## config.mk

```make
export PLATFORM = sky130hd
export DESIGN_NAME = psram_qpi_responder
export DESIGN_NICKNAME = d
export VERILOG_FILES = /design/src/rtl/psram_pkg.sv /design/src/rtl/psram_resp_mem.sv /design/src/rtl/psram_qpi_responder.sv
export SDC_FILE = /design/constraint.sdc
export NUM_CORES = 2
export LEC_CHECK = 0
export ABC_CLOCK_PERIOD_IN_PS = 4600
export CORE_AREA = 2 2 480 529
export CTS_BUF_LIST = sky130_fd_sc_hd__clkbuf_2
export CTS_CLUSTER_DIAMETER = 60
export CTS_CLUSTER_SIZE = 24
export DETAILED_ROUTE_END_ITERATION = 8
export DIE_AREA = 0 0 482 531
export DONT_BUFFER_PORTS = 1
export PLACE_DENSITY = 0.81
export SKIP_LAST_GASP = 1
export SLEW_MARGIN = 20
export SYNTH_ARGS = -nofsm -noshare
export SYNTH_HDL_FRONTEND = slang
export SYNTH_HIERARCHICAL = 1
export SYNTH_SLANG_ARGS = --single-unit
```

## constraint.sdc

```tcl
create_clock -name mem_clk -period 4.6 [get_ports mem_clk]
set_input_delay 0.92 -clock mem_clk [delete_from_list [all_inputs] [get_ports mem_clk]]
set_output_delay 0.92 -clock mem_clk [all_outputs]
set_load 0.05 [all_outputs]
```

## src/rtl/psram_pkg.sv

```systemverilog
// Shared opcodes, FSM state encoding and defaults for the QPI PSRAM responder.
package psram_pkg;

  localparam logic [7:0] CMD_RSTEN    = 8'h66;
  localparam logic [7:0] CMD_RST      = 8'h99;
  localparam logic [7:0] CMD_SPI2QPI  = 8'h35;
  localparam logic [7:0] CMD_READ     = 8'hEB;
  localparam logic [7:0] CMD_WRITE    = 8'h02;
  localparam logic [7:0] CMD_QPI_EXIT = 8'hF5;

  localparam int unsigned DEFAULT_WAIT_CYCLES = 6;
  localparam int unsigned CNT_W               = 8;

  typedef enum logic [2:0] {
    S_IDLE,
    S_CMD,
    S_ADDR,
    S_WAIT,
    S_RDATA,
    S_WDATA,
    S_IGNORE
  } state_e;

endpackage

```

## src/rtl/psram_resp_mem.sv

```systemverilog
// Backing store for the responder: one write port, one registered read port.
module psram_resp_mem #(
  parameter int unsigned ADDR_W = 8
) (
  input  logic              mem_clk,
  input  logic              we,
  input  logic [ADDR_W-1:0] waddr,
  input  logic [15:0]       wdata,
  input  logic [ADDR_W-1:0] raddr,
  output logic [15:0]       rdata
);

  localparam int unsigned DEPTH = 1 << ADDR_W;

  logic [15:0] mem_q [DEPTH];

  // Contents are deliberately left unreset.
  always_ff @(posedge mem_clk) begin
    if (we) begin
      mem_q[waddr] <= wdata;
    end
    rdata <= mem_q[raddr];
  end

endmodule

```

## src/rtl/psram_qpi_responder.sv

```systemverilog
// Device-side QPI PSRAM model: SPI init, QPI READ/WRITE over a small array.
// Optional: define PSRAM_RESP_QPI_EXIT_EN to accept QPI opcode F5h (exit QPI on CE rise).
module psram_qpi_responder
  import psram_pkg::*;
#(
  parameter int unsigned ADDR_W      = 8,
  parameter int unsigned WAIT_CYCLES = DEFAULT_WAIT_CYCLES
) (
  input  logic       mem_clk,
  input  logic       rst_n,
  input  logic       mem_ce,
  input  logic [3:0] mem_sio_in,
  output logic [3:0] mem_sio_out,
  output logic       mem_sio_oe,
  output logic       qpi_mode,
  output logic       rst_armed,
  output logic       cmd_err
);

  state_e            state_q, state_d;
  logic [CNT_W-1:0]  cnt_q, cnt_d;
  logic [7:0]        cmd_q, cmd_d;
  logic [ADDR_W-1:0] addr_q, addr_d;
  logic [11:0]       wsh_q, wsh_d;
  logic [11:0]       rword_q, rword_d;
  logic [3:0]        sio_out_q, sio_out_d;
  logic              oe_q, oe_d;
  logic              qpi_q, qpi_d;
  logic              armed_q, armed_d;
  logic              err_q, err_d;
`ifdef PSRAM_RESP_QPI_EXIT_EN
  logic              exit_pend_q, exit_pend_d;
`endif

  logic [7:0]  opcode_c;
  logic        mem_we_c;
  logic [15:0] mem_wdata_c;
  logic [15:0] rd_data;

  psram_resp_mem #(.ADDR_W(ADDR_W)) u_mem (
    .mem_clk (mem_clk),
    .we      (mem_we_c),
    .waddr   (addr_q),
    .wdata   (mem_wdata_c),
    .raddr   (addr_q),
    .rdata   (rd_data)
  );

  // Next-state, datapath and output logic.
  always_comb begin
    state_d     = state_q;
    cnt_d       = cnt_q;
    cmd_d       = cmd_q;
    addr_d      = addr_q;
    wsh_d       = wsh_q;
    rword_d     = rword_q;
    sio_out_d   = sio_out_q;
    oe_d        = oe_q;
    qpi_d       = qpi_q;
    armed_d     = armed_q;
    err_d       = 1'b0;
`ifdef PSRAM_RESP_QPI_EXIT_EN
    exit_pend_d = exit_pend_q;
`endif
    mem_we_c    = 1'b0;
    mem_wdata_c = {wsh_q, mem_sio_in};
    opcode_c    = qpi_q ? {cmd_q[3:0], mem_sio_in} : {cmd_q[6:0], mem_sio_in[0]};

    // The 4th write nibble commits even if CE rises on the same edge.
    if (state_q == S_WDATA && cnt_q == CNT_W'(3)) begin
      mem_we_c = 1'b1;
      addr_d   = addr_q + ADDR_W'(1);
    end

    if (mem_ce) begin
      state_d = S_IDLE;
      cnt_d   = '0;
      oe_d    = 1'b0;
`ifdef PSRAM_RESP_QPI_EXIT_EN
      if (exit_pend_q) begin
        qpi_d = 1'b0;
      end
      exit_pend_d = 1'b0;
`endif
    end else begin
      case (state_q)
        S_IDLE: begin
          cmd_d   = qpi_q ? {4'h0, mem_sio_in} : {7'h00, mem_sio_in[0]};
          cnt_d   = CNT_W'(1);
          state_d = S_CMD;
        end
        S_CMD: begin
          if (qpi_q) begin
            cnt_d = '0;
            case (opcode_c)
              CMD_READ, CMD_WRITE: begin
                cmd_d   = opcode_c;
                state_d = S_ADDR;
              end
`ifdef PSRAM_RESP_QPI_EXIT_EN
              CMD_QPI_EXIT: begin
                exit_pend_d = 1'b1;
                state_d     = S_IGNORE;
              end
`endif
              default: begin
                err_d   = 1'b1;
                state_d = S_IGNORE;
              end
            endcase
          end else begin
            cmd_d = opcode_c;
            cnt_d = cnt_q + CNT_W'(1);
            if (cnt_q == CNT_W'(7)) begin
              cnt_d   = '0;
              state_d = S_IGNORE;
              case (opcode_c)
                CMD_RSTEN: armed_d = 1'b1;
                CMD_RST: begin
                  if (armed_q) begin
                    qpi_d   = 1'b0;
                    armed_d = 1'b0;
                  end
                end
                CMD_SPI2QPI: begin
                  qpi_d   = 1'b1;
                  armed_d = 1'b0;
                end
                default: begin
                  err_d   = 1'b1;
                  armed_d = 1'b0;
                end
              endcase
            end
          end
        end
        S_ADDR: begin
          // Only the low ADDR_W bits survive, so upper address bits alias.
          addr_d = ADDR_W'({addr_q, mem_sio_in});
          cnt_d  = cnt_q + CNT_W'(1);
          if (cnt_q == CNT_W'(5)) begin
            cnt_d   = '0;
            state_d = (cmd_q == CMD_READ) ? S_WAIT : S_WDATA;
          end
        end
        S_WAIT: begin
          cnt_d = cnt_q + CNT_W'(1);
          if (cnt_q == CNT_W'(WAIT_CYCLES - 1)) begin
            state_d   = S_RDATA;
            oe_d      = 1'b1;
            sio_out_d = rd_data[15:12];
            rword_d   = rd_data[11:0];
            addr_d    = addr_q + ADDR_W'(1);
            cnt_d     = CNT_W'(1);
          end
        end
        S_RDATA: begin
          cnt_d = (cnt_q == CNT_W'(3)) ? '0 : cnt_q + CNT_W'(1);
          case (cnt_q)
            CNT_W'(0): begin
              // Next word was prefetched from the already-incremented address.
              sio_out_d = rd_data[15:12];
              rword_d   = rd_data[11:0];
              addr_d    = addr_q + ADDR_W'(1);
            end
            CNT_W'(1): sio_out_d = rword_q[11:8];
            CNT_W'(2): sio_out_d = rword_q[7:4];
            default:   sio_out_d = rword_q[3:0];
          endcase
        end
        S_WDATA: begin
          wsh_d = {wsh_q[7:0], mem_sio_in};
          cnt_d = (cnt_q == CNT_W'(3)) ? '0 : cnt_q + CNT_W'(1);
        end
        S_IGNORE: begin
          state_d = S_IGNORE;
        end
        default: begin
          state_d = S_IDLE;
        end
      endcase
    end
  end

  // State and datapath registers.
  always_ff @(posedge mem_clk) begin
    if (!rst_n) begin
      state_q     <= S_IDLE;
      cnt_q       <= '0;
      cmd_q       <= '0;
      addr_q      <= '0;
      wsh_q       <= '0;
      rword_q     <= '0;
      sio_out_q   <= '0;
      oe_q        <= 1'b0;
      qpi_q       <= 1'b0;
      armed_q     <= 1'b0;
      err_q       <= 1'b0;
`ifdef PSRAM_RESP_QPI_EXIT_EN
      exit_pend_q <= 1'b0;
`endif
    end else begin
      state_q     <= state_d;
      cnt_q       <= cnt_d;
      cmd_q       <= cmd_d;
      addr_q      <= addr_d;
      wsh_q       <= wsh_d;
      rword_q     <= rword_d;
      sio_out_q   <= sio_out_d;
      oe_q        <= oe_d;
      qpi_q       <= qpi_d;
      armed_q     <= armed_d;
      err_q       <= err_d;
`ifdef PSRAM_RESP_QPI_EXIT_EN
      exit_pend_q <= exit_pend_d;
`endif
    end
  end

  assign mem_sio_out = sio_out_q;
  assign mem_sio_oe  = oe_q;
  assign qpi_mode    = qpi_q;
  assign rst_armed   = armed_q;
  assign cmd_err     = err_q;

endmodule

```

## Yosys cells after proc, flatten, opt, wreduce, memory -nomap -nowiden

Memory sizes are Yosys's and may differ from the RTL's. A register that Yosys moved wholly into a read port is not among the register bits.
Cells that the tools add are included.

- Bits in registers: 59
- Word-level logic and storage cells: 100
- Bits of input ports: 7
- Memory bits (writable): 4,096
- Memories: 1

- Equal/unequal tests: 22
- Multiplexer cells: 40
- Reductions and logical operators: 19
- Bitwise operators: 5
- Add/sub/neg operators: 2

Memories:

| memory | depth | width | rd ports | clocked after Yosys merged registers in | wr ports | RTL line | source |
|---|---|---|---|---|---|---|---|
| u_mem.mem_q | 256 | 16 | 1 | 1 | 1 | psram_resp_mem.sv:15 | `logic [15:0] mem_q [DEPTH];` |

Operators by type and width:

| operator | number |
|---|---|
| 8-bit two-way mux | 12 |
| 8-bit one-hot mux with 5 select lines | 1 |
| 8-bit by 2-bit equality test with 1-bit output (second input constant) | 3 |
| 8-bit equality test (second input constant) | 3 |
| 12-bit two-way mux | 2 |
| 12-bit one-hot mux with 2 select lines | 1 |
| 8-bit one-hot mux with 3 select lines | 1 |
| 3-bit two-way mux | 6 |
| 3-bit one-hot mux with 6 select lines | 1 |
| 8-bit by 1-bit adder with 8-bit output (second input constant) | 2 |
| 8-bit by 3-bit equality test with 1-bit output (second input constant) | 2 |
| 8-bit one-hot mux with 2 select lines | 1 |
| 4-bit one-hot mux with 3 select lines | 1 |
| 4-bit AND reduction | 3 |
| 1-bit two-way mux | 11 |
| 3-bit equality test (second input constant) | 3 |
| 8-bit by 1-bit equality test with 1-bit output (second input constant) | 1 |
| 8-bit by 6-bit equality test with 1-bit output (second input constant) | 1 |
| 8-bit by 7-bit equality test with 1-bit output (second input constant) | 1 |
| 8-bit zero test | 1 |
| 4-bit two-way mux | 2 |
| 4-bit one-hot mux with 2 select lines | 1 |
| 3-bit by 2-bit equality test with 1-bit output (second input constant) | 2 |
| 2-bit != test (second input constant) | 3 |
| other kinds (12) | 23 |

## Depth between registers and ports, before layout

- Depth in word-level cells: 6
- Mapped depth: 12
- Gate-level depth less buffers: 7

## Cells and area by module

The synthesis kept the hierarchy.

Modules (own cells, without submodules):

| module | instances | area each (sq um) | sequential area each (sq um) | cells each |
|---|---|---|---|---|
| psram_resp_mem | 1 | 158,714.7 | 123,318.3 | 7,360 |
| psram_qpi_responder | 1 | 3,323.2 | 1,181.1 | 416 |

## Worst setup path after synthesis

No wires, ideal clock.

- Kind: reg-to-reg
- From: reg wsh_q[6]
- To: mem u_mem.mem_q[0][10], data pin
- Setup slack: 0.329 ns
- Buffers on the path: 0
- Setup time: 0.859 ns
- Cell stages (with the launch flop): 1
- Clock period less this slack: 4.271 ns
- Arrival: 3.412 ns
- Path through: dfxtp_1

RTL lines:

| what | RTL line | source |
|---|---|---|
| start: declaration | psram_qpi_responder.sv:24 | `logic [11:0] wsh_q, wsh_d;` |
| start signal: assignment | psram_qpi_responder.sv:207 | `wsh_q <= wsh_d;` |
| end: declaration | psram_resp_mem.sv:15 |  |

Straight into the memory's write port.

==> results summary <==
The share of the clock period used by the worst path is 1.003. Setup repair after global routing left no endpoint under its margin. The number of global-route vias before repair was 80,960. The violation count after the first detailed-routing iteration came out at 14,540. The switching part of the total power is 0.2041.

During placement, the flow inserted port buffers numbering 0. The worst setup slack before clock tree synthesis is 0.2769 ns. The async set-or-reset flop fraction in the synthesized netlist came out at 0. The cell internal power dissipation came out at 43.90 mW. In this run the critical register-to-register path is launched from addr_q[0]. The final max-slew violation count is 0. The number of routed nets with antenna violations came out at 0.

The final net count is 8,098. For this run the aggregate overflow at the end of global routing stands at 0. Measured along the y axis, the die boundary spans 531 um. The first detailed-routing pass ran for 9 iterations. The share of synthesized area in the top cell type comes to 0.7591. The most repeated cell in the gate-level netlist after synthesis is sky130_fd_sc_hd__edfxtp_1.

The checks that failed: negative setup slack. The clock edge transition at the registers on the reported setup and hold paths is 0.39 ns. The number of antenna violations at the first check in global routing is 18.

The synthesized area per cell is 20.84 sq um. The run finished, with violations left. The post-placement cell count came out at 11,150.

Total power for the finished layout comes to 55.15 mW. Sorting the synthesized cells by area gives the leading types as sky130_fd_sc_hd__edfxtp_1 76%, sky130_fd_sc_hd__mux4_2 11%, sky130_fd_sc_hd__mux2i_1 3.5%. The number of nets handed over by synthesis was 7,788. The die width is 482 um. The clock tree from TritonCTS is built. The share of layout cells above drive strength 1 came out at 0.2221.

The net switching power is 11.25 mW. The worst setup path is launched from a flip-flop. The slew of the pin with the lowest slew margin is 1.241 ns. The growth of design area from synthesis to finish came out at 5.508%.

In the synthesized netlist, the cells that appear most often are 4,096 x sky130_fd_sc_hd__edfxtp_1, 797 x sky130_fd_sc_hd__mux4_2, 572 x sky130_fd_sc_hd__mux2i_1. The H-tree depth came out at 4. The unique cell type count in the Yosys netlist is 83. The average wire per cell in the routed design is 35.20 um. The root cell of the clock tree is sky130_fd_sc_hd__clkbuf_2. For this configuration, the core starts out at a cell density of 0.6465. Max-cap violations in this run came to 0.

The clock sink count came out at 4,171. The top flip-flop cell by instance count after synthesis is sky130_fd_sc_hd__edfxtp_1. The final hold violation count was 0. In this run the worst hold path is classified as in2reg. The worst relative slew slack came out at 0.1702.

15 I/O pins were placed. The share of total power dissipated in sequential elements is 0.749. The congestion estimate from routability-driven global placement came to 0.9796. Of the synthesized area, sequential elements account for 0.7683. The cell count after synthesis is 7,776. The source-to-sink clock delay at the later pin of the worst-skew pair came out at 2.06 ns. The data arrival time of the worst path came out at 6.53 ns. The final critical path time including I/O delays and setup came out at 4.613 ns. The number of synthesized flops with an enable pin is 4,096. The slowest stage of the critical path is the sky130_fd_sc_hd__dfxtp_4 cell. Across the routed clock network, the largest skew measured is 0.3212 ns.

The leakage power is 47.52 nW. The first-pass GRT wire length came out at 576.6 mm. The biggest fanout along the worst timing path is 104.

Once placement finished, the instance area stood at 168,400 sq um. The clock power share is 0.230. The total setup violations reported at the end of the flow came out at 1. The critical path is of the reg2reg type.

Counting the buffers created by CTS gives 213. The overall global routing resource usage is 0.3164. The placed wire-length estimate after detailed placement came out at 245.7 mm. In this run the worst setup path begins at addr_q[0]. The pin count of the biggest net entering global routing is 264.

In this run the core area contains 193 standard-cell rows. The highest attainable clock frequency is 0.2168 GHz. The area of the die came out at 255,900 sq um. The flip-flop and latch count after synthesis came out at 4,171. The worst-case vdd ir drop is 228.8 uV. For the worst setup path, the data required time is 6.52 ns. The slack of the critical path came out at -0.01340 ns. The largest total area in the synthesized netlist belongs to sky130_fd_sc_hd__edfxtp_1. The hold path startpoint is mem_sio_in[3].

The total power density per cell area came out at 322.6 nW/um^2. The finished layout holds 11,520 standard cells, fillers aside. The post-synthesis instance area came out at 162,000 sq um. Of the total power, combinational logic draws 0.021.

The placeable core region is 250,700 sq um. The number of vias after detailed routing came out at 83,430. The signal on the critical path passes through buf_4, buf_12, mux2i_1, o221ai_1, o22ai_1, a21oi_1, nand4_1, nor4_1. The cell area after layout came out at 171,000 sq um. No sink is reached through more buffers than the 4 on the longest clock path. The end-of-flow core utilization came out at 0.6821. The count of warnings emitted by yosys is 6. The longest individual stage delay on the worst path came out at 0.83 ns. The via density per instance is 7.241. STA classifies the critical path endpoint as a flip-flop. The total DRC errors in the routed layout is 0. For this block, the routed nets add up to 405.6 mm of wire.

The number of setup buffers added after CTS is 0.
## worst paths after layout
path                          to  slack, ns  cells after the start
max               u_mem/rdata[9]      -0.01                      8
min          u_mem/mem_q[219][3]       0.11                      2
max reg2reg       u_mem/rdata[9]      -0.01                      8
min reg2reg           rword_q[1]       0.46                      2
## layout make-up
cell class	instances	area (sq um)
diodes	19	47.55
clock buffers	264	1321
repair buffers	572	5315
clock inverters	52	666.9
multi-input cells	3115	34840
inverters	13	61.31
well taps	3315	4148
fillers	14880	79700
flip-flops and latches	4171	124600
## critical path: cells and delay by family (launching register included)
| kind | cells | cell delay [ns] |
|---|---|---|
| flops | 1 | 0.83 |
| mux | 1 | 0.18 |
| buf+inv | 2 | 1.03 |
| simple gates | 2 | 1.07 |
| compound gates | 3 | 1.18 |
## metrics by stage
stage	setup TNS (ns)	hold slack, ns
floorplan	0	0.4218
global placement	0	0.4328
detailed placement	0	0.4369
CTS	0	0.1429
global route	0	0.04749
finish	-0.01340	0.1112
## flip-flops by register name, indices dropped and copies added (netlist names), 3 cells and up
name	flops
cnt_q	8
wsh_q	12
mem_sio_out	4
rword_q	12
state_q	3
u_mem/rdata	16
cmd_q	8
addr_q	8
u_mem/mem_q	4096
## routing by layer
layer  vias up  wire length [um]  part of all wire  global-route usage
met1     42930            137500              0.34              0.4397
met4        20             22360             0.055              0.1420
li1      33140                 -                 -                   -
met3      1063             53420              0.13             0.06722
met2      6276            192200              0.47              0.4922
met5         -               131           0.00032                   0
## cells by family after synthesis
logic type,Yosys count,share of synthesized area
xor gates and xnor gates,12,0.0006486
muxes,1459,0.1524
DFF,4171,0.7683
and+or+nand+nor,737,0.02122
adders and majority gates,5,0.0003861
buffers and inverters,490,0.01749
AOI/OAI and AO/OA,902,0.03956
## layout by cell type (no fill, tap or decap), types with 38 or more instances in the layout
cell,n
sky130_fd_sc_hd__nor3_1,101
sky130_fd_sc_hd__o21ai_0,50
sky130_fd_sc_hd__nand2_1,118
sky130_fd_sc_hd__a22oi_1,52
sky130_fd_sc_hd__o22ai_1,149
sky130_fd_sc_hd__edfxtp_1,4096
sky130_fd_sc_hd__nand3_1,48
sky130_fd_sc_hd__mux4_2,797
sky130_fd_sc_hd__o221ai_1,252
sky130_fd_sc_hd__clkbuf_2,264
sky130_fd_sc_hd__buf_4,476
sky130_fd_sc_hd__a21oi_1,208
sky130_fd_sc_hd__mux2_2,90
sky130_fd_sc_hd__buf_12,64
sky130_fd_sc_hd__dfxtp_1,57
sky130_fd_sc_hd__nor2_1,303
sky130_fd_sc_hd__a22o_1,38
sky130_fd_sc_hd__mux2i_1,572
## power groups by stage
stage	Combinational, mW	Sequential (mW)	Clock (mW)
after floorplan	0.765	42.1	0
after global placement	0.950	42.1	0
after detailed placement	0.969	42.1	0
after CTS	1.16	41.3	12.8
after global routing	1.24	41.3	13.9
final	1.18	41.3	12.7
## repair_timing
action / 4_1_cts / 5_1_grt
gates resized for setup: 0 / 0
endpoints found under the hold margin: 1083 / 39
hold buffers: 27 / 3
Power figures use the tool's default switching activity.
